## src/rtl/i2c_fifo_pkg.sv

```systemverilog
// ============================================================================
// i2c_fifo_pkg: shared constants and skid-buffer state encoding for the I2C FIFO.
// Rev 1.0
// ============================================================================
`default_nettype none

package i2c_fifo_pkg;

  localparam int DEF_DATA_WIDTH = 8;
  localparam int DEF_ADDR_SIZE  = 4;
  localparam int DEF_STAT_WIDTH = 16;

  typedef enum logic [1:0] {
    BUF_EMPTY = 2'd0,
    BUF_ONE   = 2'd1,
    BUF_TWO   = 2'd2
  } buf_state_e;

endpackage

`default_nettype wire

```

## src/rtl/i2c_fifo_skid_buffer.sv

```systemverilog
// ============================================================================
// i2c_fifo_skid_buffer: 2-entry in-order buffer with registered ready.
// Rev 1.0
// ============================================================================
`default_nettype none

module i2c_fifo_skid_buffer
  import i2c_fifo_pkg::*;
#(
  parameter int DATA_WIDTH = DEF_DATA_WIDTH
) (
  input  logic                  write_clock_i,
  input  logic                  write_reset_n_i,
  input  logic                  push_i,
  input  logic [DATA_WIDTH-1:0] push_data_i,
  input  logic                  pop_i,
  input  logic                  flush_i,
  output logic [DATA_WIDTH-1:0] head_data_o,
  output logic                  not_empty_o,
  output logic                  ready_o
);

  buf_state_e            state_q, state_d;
  logic [DATA_WIDTH-1:0] head_q, head_d;
  logic [DATA_WIDTH-1:0] tail_q, tail_d;
  logic                  ready_q, ready_d;

  always_comb begin
    state_d = state_q;
    head_d  = head_q;
    tail_d  = tail_q;
    if (flush_i) begin
      state_d = BUF_EMPTY;
    end else begin
      case (state_q)
        BUF_EMPTY: begin
          if (push_i) begin
            head_d  = push_data_i;
            state_d = BUF_ONE;
          end
        end
        BUF_ONE: begin
          case ({push_i, pop_i})
            2'b11: head_d = push_data_i;
            2'b10: begin
              tail_d  = push_data_i;
              state_d = BUF_TWO;
            end
            2'b01: state_d = BUF_EMPTY;
            default: state_d = BUF_ONE;
          endcase
        end
        BUF_TWO: begin
          // ready is low in TWO, so a push here only ever pairs with a pop
          if (pop_i) begin
            head_d = tail_q;
            if (push_i) tail_d = push_data_i;
            else        state_d = BUF_ONE;
          end
        end
        default: state_d = BUF_EMPTY;
      endcase
    end
    ready_d = (state_d != BUF_TWO);
  end

  always_ff @(posedge write_clock_i or negedge write_reset_n_i) begin
    if (!write_reset_n_i) begin
      state_q <= BUF_EMPTY;
      head_q  <= '0;
      tail_q  <= '0;
      ready_q <= 1'b0;
    end else begin
      state_q <= state_d;
      head_q  <= head_d;
      tail_q  <= tail_d;
      ready_q <= ready_d;
    end
  end

  assign head_data_o = head_q;
  assign not_empty_o = (state_q != BUF_EMPTY);
  assign ready_o     = ready_q;

endmodule

`default_nettype wire

```

## src/rtl/i2c_fifo_write_ctrl.sv

```systemverilog
// ============================================================================
// i2c_fifo_write_ctrl: write-domain front end feeding FIFO memory and write pointer.
// Define I2C_FIFO_WR_STATS_EN to build the accept/stall counters. Rev 1.0
// ============================================================================
`default_nettype none

module i2c_fifo_write_ctrl
  import i2c_fifo_pkg::*;
#(
  parameter int DATA_WIDTH = DEF_DATA_WIDTH,
  parameter int STAT_WIDTH = DEF_STAT_WIDTH
) (
  input  logic                  write_clock_i,
  input  logic                  write_reset_n_i,
  input  logic                  host_valid_i,
  input  logic [DATA_WIDTH-1:0] host_data_i,
  output logic                  host_ready_o,
  input  logic                  host_flush_i,
  input  logic                  write_full_i,
  input  logic                  write_almost_full_i,
  output logic                  write_inc_o,
  output logic [DATA_WIDTH-1:0] write_data_o,
  output logic                  space_low_o,
  output logic [STAT_WIDTH-1:0] accept_count_o,
  output logic [STAT_WIDTH-1:0] stall_count_o
);

  logic w_accept;
  logic w_drain;
  logic w_not_empty;
  logic w_ready;

  assign w_accept = host_valid_i & w_ready & ~host_flush_i;
  assign w_drain  = w_not_empty & ~write_full_i & ~host_flush_i;

  i2c_fifo_skid_buffer #(
    .DATA_WIDTH (DATA_WIDTH)
  ) u_skid (
    .write_clock_i   (write_clock_i),
    .write_reset_n_i (write_reset_n_i),
    .push_i          (w_accept),
    .push_data_i     (host_data_i),
    .pop_i           (w_drain),
    .flush_i         (host_flush_i),
    .head_data_o     (write_data_o),
    .not_empty_o     (w_not_empty),
    .ready_o         (w_ready)
  );

  assign host_ready_o = w_ready;
  assign write_inc_o  = w_drain;
  assign space_low_o  = write_almost_full_i | write_full_i;

`ifdef I2C_FIFO_WR_STATS_EN
  localparam logic [STAT_WIDTH-1:0] c_stat_one = 1;

  logic [STAT_WIDTH-1:0] accept_cnt_q;
  logic [STAT_WIDTH-1:0] stall_cnt_q;

  always_ff @(posedge write_clock_i or negedge write_reset_n_i) begin
    if (!write_reset_n_i) begin
      accept_cnt_q <= '0;
      stall_cnt_q  <= '0;
    end else begin
      if (w_accept && (accept_cnt_q != '1))
        accept_cnt_q <= accept_cnt_q + c_stat_one;
      if (w_not_empty && write_full_i && (stall_cnt_q != '1))
        stall_cnt_q <= stall_cnt_q + c_stat_one;
    end
  end

  assign accept_count_o = accept_cnt_q;
  assign stall_count_o  = stall_cnt_q;
`else
  assign accept_count_o = '0;
  assign stall_count_o  = '0;
`endif

endmodule

`default_nettype wire

```

## config.mk

```make
export PLATFORM = sky130hd
export DESIGN_NAME = i2c_fifo_write_ctrl
export DESIGN_NICKNAME = d
export VERILOG_FILES = /design/src/rtl/i2c_fifo_pkg.sv /design/src/rtl/i2c_fifo_skid_buffer.sv /design/src/rtl/i2c_fifo_write_ctrl.sv
export SDC_FILE = /design/constraint.sdc
export NUM_CORES = 1
export LEC_CHECK = 0
export ABC_AREA = 1
export ABC_CLOCK_PERIOD_IN_PS = 2000
export BUFFER_PORTS_ARGS = -buffer_cell sky130_fd_sc_hd__buf_2
export CAP_MARGIN = 20
export CORE_ASPECT_RATIO = 1.4
export CORE_MARGIN = 2
export CORE_UTILIZATION = 47
export DETAILED_ROUTE_END_ITERATION = 7
export HOLD_SLACK_MARGIN = 0.02
export PLACE_DENSITY = 0.79
export SETUP_SLACK_MARGIN = 0.05
export SLEW_MARGIN = 40
export SYNTH_ARGS = -nofsm -noshare
export SYNTH_HDL_FRONTEND = slang
export SYNTH_HIERARCHICAL = 1
export SYNTH_SLANG_ARGS = --single-unit
```

## constraint.sdc

```tcl
create_clock -name write_clock_i -period 2 [get_ports write_clock_i]
set_clock_uncertainty 0.1 [all_clocks]
set_input_delay 0.3 -clock write_clock_i [delete_from_list [all_inputs] [get_ports write_clock_i]]
set_output_delay 0.3 -clock write_clock_i [all_outputs]
set_load 0.005 [all_outputs]
```

==> results by group <==
Synthesis
  • Synth warn: 6
  • #FFs+latches synth: 19
  • Synth top area cells: dfrtp_1, nand2_1, buf_4, nand4_1, inv_1
  • Async set or reset register ratio after synthesis: 1.000
  • Synth area leader: dfrtp_1
  • Top cells by count, synth: nand2_1, buf_4, dfrtp_1, inv_1, nand4_1
  • Most numerous cell in the Yosys netlist: nand2_1
  • Mean Syn Cell Area: 7.363 µm²
  • Share of the synthesized area in the top cell type: 0.3548
  • Post-synth EDFFs: 0
  • Cell variety after synth: 19
  • Post-synth top flop: dfrtp_1
  • Syn Inst Count: 182
  • Synth Cell Area: 1340 µm²
  • Seq/Total Area, Yosys: 0.3548

Run
  • Maxcap violations: 0

Placement
  • Dpl cells: 242
  • RePlAce Congestion: 0.8515
  • DP HPWL: 1.813 mm
  • Post-place setup slack: 0.1538 ns
  • I/O Buffers: 24

Min path
  • Hold Path Class: in -> reg
  • Min-delay src: host_flush_i

Floorplan
  • Chip height: 67.18 µm
  • Core Area: 2670 µm²
  • Initial Util: 0.5019
  • Chip Width: 49.13 µm
  • Row cnt: 22
  • DIE AREA: 3300 µm²
  • I/O Pins: 57

Final layout
  • # nets final: 228
  • Layout cells sized above 1: 0.2085
  • Ant diodes: 0
  • Area growth syn-to-layout: 6.162%
  • Finished Layout Cells: 247
  • Post-layout util: 0.5328

Timing
  • Final Max Tran Viols: 0
  • Max Freq: 0.5607 GHz
  • Tmin final: 1.784 ns
  • Period utilisation layout: 0.8918
  • Final worst-path setup slack: 0.2164 ns
  • RSZ-0062 raised after global routing: yes
  • Final Hold Vio Count: 0
  • Finish-stage setup viols: 0
  • Setup tns final: 0 ns

Global route
  • Total GRT Usage: 0.1452
  • Vias in the first global route: 859
  • First-pass GRT wire length: 3.726 mm
  • Antenna violations before repair: 0
  • Overflow after GRT: 0
  • Largest net degree at the start of global routing: 20

CTS
  • Clock root buffer: clkbuf_4
  • Total CTS buffers: 3
  • Clk slew on worst S/H paths: 0.10 ns
  • Clk_lat worst skew: 0.29 ns
  • Clk sinks: 19
  • CTS max path bufs: 2
  • CTS HTree Levels: 1
  • CTS tree: yes
  • Setup Fix Bufs, Post-CTS: 0

Pwr
  • Leakage: 0.8532 nW
  • Pwr/cell area: 712.7 nW/µm²
  • VDD IR max: 389.2 µV

Detailed routing
  • Antenna-violating nets left: 0
  • Pre-Repair DR Iteration Count: 4
  • Drt wl/cell: 9.243 µm
  • DRC Markers: 0
  • Via/cell ratio: 4.372
  • DR iter-0 viols: 28
  • Vias: 1,080
  • Total wire length: 2.283 mm

Setup path
  • Crit path max fanout: 9
  • Crit Path Class: reg -> reg
  • Crit path capture type: flip-flop
  • Req. time, crit path: 2.09 ns
  • CP startpoint: u_skid/state_q[0]$_DFF_PN0_
  • CP arrival: 1.87 ns
  • Setup crit start kind: flip-flop
  • Crit Reg-Reg Startpoint: u_skid/state_q[0]$_DFF_PN0_
  • Reg-to-reg slack, setup: 0.22 ns

Run status
  • Status: finished clean
-- cells in the final DEF, fill, tap and decap left out, types with 4 or more instances in the layout --
master,n
conb_1,32
nor2_1,5
nand3_1,5
buf_2,24
nand2_1,79
dfrtp_1,19
inv_1,11
buf_4,4
nand4_1,8
-- repair_timing --
item / CTS / global route
endpoints found under the setup margin: 0 / 13
gates resized for setup: 0 / 2
hold buffers: 1 / 0
hold endpoints to repair: 19 / 0
-- through the flow --
stage / hold WS (ns) / power (mW) / area (µm²)
floorplan: -0.09559 / 0.7763 / 1456
global placement: 0.1534 / 0.8285 / 1381
detailed placement: 0.1575 / 0.8390 / 1381
CTS: 0.09987 / 1.029 / 1418
global route: 0.1108 / 1.095 / 1423
finish: 0.1300 / 1.014 / 1423
-- cells by family after synthesis --
logic type / share of synthesized area
flops: 0.3548
simple gates: 0.3744
buf+inv: 0.2381
other cells: 0.002798
compound gates: 0.01120
fa+ha+maj: 0.01867
-- cell type report --
| type | count | area (µm²) |
|---|---|---|
| flip-flops and latches | 19 | 475.5 |
| clock buffers | 4 | 26.28 |
| inverters | 13 | 48.80 |
| multi-input cells | 146 | 666.9 |
| well taps | 36 | 45.04 |
| fillers | 274 | 1247 |
| repair buffers | 29 | 160.2 |
-- report_power, final --
group	switching, mW	internal, mW	total, mW
combinational	0.159	0.113	0.272
sequential	0.0600	0.497	0.558
clock	0.107	0.0775	0.184
total	0.326	0.688	1.01
-- path summary, 6_finish.rpt --
check	endpoint	cells after the start
worst max-delay path	u_skid/tail_q[3]$_DFFE_PN0P_	11
worst min-delay path	u_skid/state_q[1]$_DFF_PN0_	2
worst max register to register	u_skid/tail_q[3]$_DFFE_PN0P_	11
worst min register to register	u_skid/head_data_o[3]$_DFFE_PN0P_	2
max in group asynchronous	u_skid/state_q[0]$_DFF_PN0_	2
min in group asynchronous	u_skid/head_data_o[6]$_DFFE_PN0P_	2
-- sequential cells by signal, summed over array words and instances (netlist names) --
| signal | count |
|---|---|
| u_skid/tail_q | 8 |
| u_skid/head_data_o | 8 |
| u_skid/state_q | 2 |
| u_skid/ready_o | 1 |
-- worst max-delay path: stages (launching register included) --
cell,delay (ns)
dfrtp_1,0.44
nor2_1,0.15
inv_1,0.07
nand2_1,0.08
nor2_2,0.05
inv_1,0.13
ha_1,0.16
nand3_1,0.11
nand2_4,0.14
nand3_4,0.12
nand2_1,0.08
nand2_1,0.05
-- routing by layer --
metal,global-route usage,vias to the layer above,share of wire
li1,-,553,-
met1,0.1634,467,0.40
met2,0.2804,54,0.51
met3,0.008850,6,0.063
met4,0.06429,0,0.023
met5,0,-,0
(Power assumes the default switching activity.)
